### config.mk
export PLATFORM = sky130hd
export DESIGN_NAME = seq101_window_counter
export DESIGN_NICKNAME = d
export VERILOG_FILES = /design/src/rtl/seq101_window_counter.sv
export SDC_FILE = /design/constraint.sdc
export NUM_CORES = 1
export LEC_CHECK = 0
export ABC_AREA = 0
export ABC_CLOCK_PERIOD_IN_PS = 1920
export CAP_MARGIN = 10
export CORE_MARGIN = 2
export CORE_UTILIZATION = 55
export CTS_BUF_LIST = sky130_fd_sc_hd__clkbuf_4 sky130_fd_sc_hd__clkbuf_8
export CTS_CLUSTER_DIAMETER = 40
export DETAILED_ROUTE_END_ITERATION = 8
export PLACE_DENSITY = 0.9
export SLEW_MARGIN = 20
export SYNTH_ARGS = -nofsm -noshare
export SYNTH_HDL_FRONTEND = slang
export SYNTH_SLANG_ARGS = --single-unit
### constraint.sdc
create_clock -name clk -period 1.92 [get_ports clk]
set_input_delay 0.288 -clock clk [delete_from_list [all_inputs] [get_ports clk]]
set_output_delay 0.288 -clock clk [all_outputs]
set_load 0.03 [all_outputs]
### src/rtl/seq101_window_counter.sv
`timescale 1ns/1ps
// seq101_window_counter
//
// Counts the one-cycle hit pulses coming out of the serial "101" detector
// over fixed, back-to-back windows of WINDOW cycles. At each window end it
// publishes the count through a single-entry valid/ready result register.
// The published result carries an alarm (count reached THRESH) and a
// saturation flag. When a result has to be dropped, a sticky overrun flag
// is raised.
//
// Parameters:
//   WINDOW  window length in clock cycles (>= 2)
//   CW      count width
//   THRESH  alarm threshold (<= 2^CW-1)
//
// Ports:
//   clk        single clock, rising edge
//   rst        asynchronous, active-low reset
//   en         window enable; dropping it mid-window aborts the window
//   z          hit pulse, one hit per cycle high
//   cnt        published hit count of the last completed window
//   cnt_valid  cnt/alarm/sat hold a result not yet taken
//   cnt_ready  consumer accepts the result
//   alarm      published cnt >= THRESH
//   sat        published count saturated at 2^CW-1
//   overrun    sticky; a window result was dropped (cleared only by rst)

module seq101_window_counter #(
  parameter int WINDOW = 16,
  parameter int CW     = 8,
  parameter int THRESH = 3
) (
  input  logic          clk,
  input  logic          rst,
  input  logic          en,
  input  logic          z,
  output logic [CW-1:0] cnt,
  output logic          cnt_valid,
  input  logic          cnt_ready,
  output logic          alarm,
  output logic          sat,
  output logic          overrun
);

  localparam int            TW       = (WINDOW > 1) ? $clog2(WINDOW) : 1;
  localparam logic [TW-1:0] T_LAST   = TW'(WINDOW - 1);
  localparam logic [CW-1:0] CNT_MAX  = {CW{1'b1}};
  localparam logic [CW-1:0] THRESH_V = CW'(THRESH);

  typedef enum logic {IDLE, COUNT} state_t;

  state_t        state;
  state_t        next_state;
  logic [TW-1:0] t;
  logic [CW-1:0] acc;
  logic          sat_seen;

  logic [CW-1:0] f;
  logic          clamp;
  logic          in_count;
  logic          window_end;
  logic          load_result;
  logic          drop_result;

  // State register.
  always_ff @(posedge clk or negedge rst) begin
    if (!rst) begin
      state <= IDLE;
    end else begin
      state <= next_state;
    end
  end

  // Next-state logic. The enable alone moves the block in and out of
  // counting. An abort in COUNT simply returns to IDLE.
  always_comb begin
    next_state = state;
    case (state)
      IDLE:    if (en)  next_state = COUNT;
      COUNT:   if (!en) next_state = IDLE;
      default: next_state = IDLE;
    endcase
  end

  // Per-edge decode. f is the window total including this edge's hit,
  // clamped at CNT_MAX. clamp marks an edge where a hit was lost to
  // saturation. A window-end result either loads (the slot is empty or is
  // being emptied on this same edge) or is dropped.
  always_comb begin
    clamp       = z && (acc == CNT_MAX);
    f           = clamp ? CNT_MAX : acc + CW'(z);
    in_count    = (state == COUNT) && en;
    window_end  = in_count && (t == T_LAST);
    load_result = window_end && (!cnt_valid || cnt_ready);
    drop_result = window_end && cnt_valid && !cnt_ready;
  end

  // Window timer and accumulator. Both clear at window end, so the next
  // window starts on the following edge with no gap. Outside an active
  // window they are held at zero, which discards an aborted count.
  always_ff @(posedge clk or negedge rst) begin
    if (!rst) begin
      t        <= '0;
      acc      <= '0;
      sat_seen <= 1'b0;
    end else if (in_count) begin
      if (window_end) begin
        t        <= '0;
        acc      <= '0;
        sat_seen <= 1'b0;
      end else begin
        t        <= t + 1'b1;
        acc      <= f;
        sat_seen <= sat_seen | clamp;
      end
    end else begin
      t        <= '0;
      acc      <= '0;
      sat_seen <= 1'b0;
    end
  end

  // Single-entry result register with valid/ready handshake. A load takes
  // priority over the transfer-clear, so a transfer and a new window end
  // on the same edge leave cnt_valid high with the new result.
  always_ff @(posedge clk or negedge rst) begin
    if (!rst) begin
      cnt       <= '0;
      cnt_valid <= 1'b0;
      alarm     <= 1'b0;
      sat       <= 1'b0;
      overrun   <= 1'b0;
    end else begin
      if (load_result) begin
        cnt       <= f;
        alarm     <= (f >= THRESH_V);
        sat       <= sat_seen | clamp;
        cnt_valid <= 1'b1;
      end else if (cnt_valid && cnt_ready) begin
        cnt_valid <= 1'b0;
      end
      if (drop_result) begin
        overrun <= 1'b1;
      end
    end
  end

endmodule
==> flow_metrics.tcl <==
set metrics [dict create \
    row_count 17 \
    wl_um 2437 \
    fin_util_pct 68.80 \
    drt_iter0_markers 24 \
    max_cap_viol_count 0 \
    antenna_cells 0 \
    synth_seq_cells 26 \
    vias_per_cell 5.669 \
    dieWidth_um 51.24 \
    clock_latency_ps 330 \
    worstSetupStartpointType "register" \
    place_area_um2 1456 \
    fin_nets 147 \
    path_cells "ha_1 -> ha_1 -> and3_1 -> and3_1 -> o21ai_0 -> mux2i_1" \
    route.vias.total 941 \
    initial_core_util_pct 56.57 \
    cts_hold_buf 0 \
    worstPathRequired_ps 2140 \
    path_class "register to register" \
    pin_count 17 \
    drc 0 \
    worstPathMaxFanout 5 \
    cts.path.max_buffers 2 \
    critPathSlowestCell "dfrtp_1" \
    yosysTopAreaCell "dfrtp_1" \
    layout_common_cells "26 x dfrtp_1, 20 x nor2_1, 16 x clkdlybuf4s50_1, 7 x buf_4, 6 x nand3_1" \
    cts_resized 0 \
    p_leak_nw 0.6844 \
    synth_cells 113 \
    post_drt_wl_per_cell_um 14.68 \
    fin_worst_skew_ps 7.237 \
    place_congestion 0.9369 \
    grt.overflow.total 0 \
    nFillCells 184 \
    setup_viol 0 \
    finalPower_mw 0.8776 \
    avgSynthCellArea_um2 10.86 \
    drtPass1Iterations 4 \
    synth_warnings 0 \
    root_buffer "clkbuf_4" \
    grt_pass1_wl_um 4381 \
    grt_max_degree 27 \
    netlist_area_um2 1227 \
    power.switching_mw 0.1932 \
    worst_pin_slew_ps 434.2 \
    cts_setup_buffers 0 \
    drive_gt1_share_pct 20.29 \
    powerDensity_nw_per_um2 588.0 \
    drv_slew 0 \
    slowest_delay_ps 440 \
    synth_top_area_share_pct 53.01 \
    layout_commonest_cell "dfrtp_1" \
    coreArea_um2 2170 \
    antenna_found_initial 0 \
    p_comb_share_pct 4.7 \
    design_area_um2 1493 \
    yosysUniqueCellTypes 36 \
    hold_ws_ps 295.2 \
    rsz0062_at_grt "no" \
    groute.usage.overall_pct 22.70 \
    die_area_um2 2626 \
    hold_violations 0 \
    ys.flop_type "dfrtp_1" \
    area_growth_syn_to_layout_pct 21.61 \
    p_clk_share_pct 32.0 \
    portBuffers 16 \
    tritoncts "done" \
    swShare_pct 22.01 \
    relSlewSlack_pct 70.89 \
    drtAntennaViolNets 0 \
    hpwl_um 1840 \
    grt_pass1_vias 1004 \
    async_reset_ff_share_pct 100.0 \
    fmax_mhz 564.0 \
    ir_drop_v 0.0005366 \
    reg2regPathDepth 6 \
    hold_path_class "input port to async pin" \
    fin_crit_sh_pct 92.34 \
    cp.arrival_ps 1990 \
    clkSlewWorstSetupHoldPaths_ps 140 \
    seqPwrFrac_pct 63.4 \
    fin_crit_ps 1773 \
    cts_inserted_buffers 3 \
    endpoint_kind "register" \
    fp.dieH_um 51.24 \
    htreeDepth 1 \
    synth_nets 121 \
    netlist_top_cells_area "dfrtp_1 53%, nor2_1 6.1%, mux2i_1 3.3%" \
    synth_seq_area_share_pct 53.01 \
    status "complete, no violations" \
    p_int_mw 0.6844 \
    synth_edf_count 0 \
    clock-sinks 26 \
]
## final timing paths
check	from	slack (ps)	to
min in group clk	en	460	state
hold / removal	rst	300	t[2]
setup / recovery	acc[0]	150	cnt[6]
max in group asynchronous	rst	1370	acc[4]
setup reg to reg	acc[0]	150	cnt[6]
hold reg to reg	t[0]	470	t[0]
## layer usage
layer / GRT usage [%] / share of wire, % / vias to the layer above / wire, um
li1: - / - / 450 / -
met1: 30.27 / 42 / 452 / 1028
met2: 34.42 / 49 / 30 / 1201
met3: 4.386 / 5.7 / 9 / 140
met4: 13.60 / 2.8 / 0 / 68
met5: 0 / 0 / - / 0
## power groups by stage
| stage | Sequential, mW | Clock (mW) | Combinational, mW |
|---|---|---|---|
| detailed placement | 0.566 | 0 | 0.0420 |
| global placement | 0.566 | 0 | 0.0403 |
| finish | 0.556 | 0.281 | 0.0409 |
| floorplan | 0.566 | 0 | 0.0138 |
| global route | 0.557 | 0.301 | 0.0463 |
| CTS | 0.556 | 0.282 | 0.0420 |
## cell type report
class / instances / area [um2] / share of cell area [%]
Clock buffer: 4 / 36.28 / 2.431
Inverter: 4 / 15.01 / 1.006
Multi-Input combinational cell: 81 / 543.0 / 36.38
Sequential cell: 26 / 650.6 / 43.59
Tap cell: 28 / 35.03 / 2.347
Timing Repair Buffer: 23 / 212.7 / 14.25
## kinds of logic (layout without fill, tap and decap cells)
family,count (synthesis),count (layout),share of synthesized area (%)
simple gates,51,51,23.34
flops,26,26,53.01
compound gates,19,19,11.72
buf+inv,6,31,2.751
fa+ha+maj,3,3,3.058
xor+xnor,4,4,2.855
mux,4,4,3.262
## through the flow
step	std cells	TNS, ps	setup slack (ps)
global route	166	0	71.96
global placement	162	-168.0	-75.84
CTS	166	0	160.7
finish	166	0	147.1
floorplan	113	0	273.2
detailed placement	162	-663.1	-159.8
## worst max-delay path: cells and delay by family, from the launching register on
family                   cells  cell delay, ps
multiplexers                 1             110
AND/OR/NAND/NOR              2             420
AO/OA/AOI/OAI                1             220
flip-flops                   1             440
adder cells (fa/ha/maj)      2             470
## cells in the mapped netlist (2+ instances only)
cell type,count
ha_1,3
nand2_1,5
inv_1,4
nor2_1,20
xnor2_1,2
nor2_2,4
xor2_1,2
mux2i_1,4
nand3_2,2
nand3_1,6
dfrtp_1,26
nor3_2,2
and3_1,4
o21ai_0,3
a21oi_1,2
a21oi_2,4
## flip-flops by register name, summed over array words and instances (netlist names)
| name | flops |
|---|---|
| overrun | 1 |
| alarm | 1 |
| sat_seen | 1 |
| cnt | 8 |
| cnt_valid | 1 |
| sat | 1 |
| state | 1 |
| acc | 8 |
| t | 4 |
No activity file was read; power rests on OpenSTA's default activity.
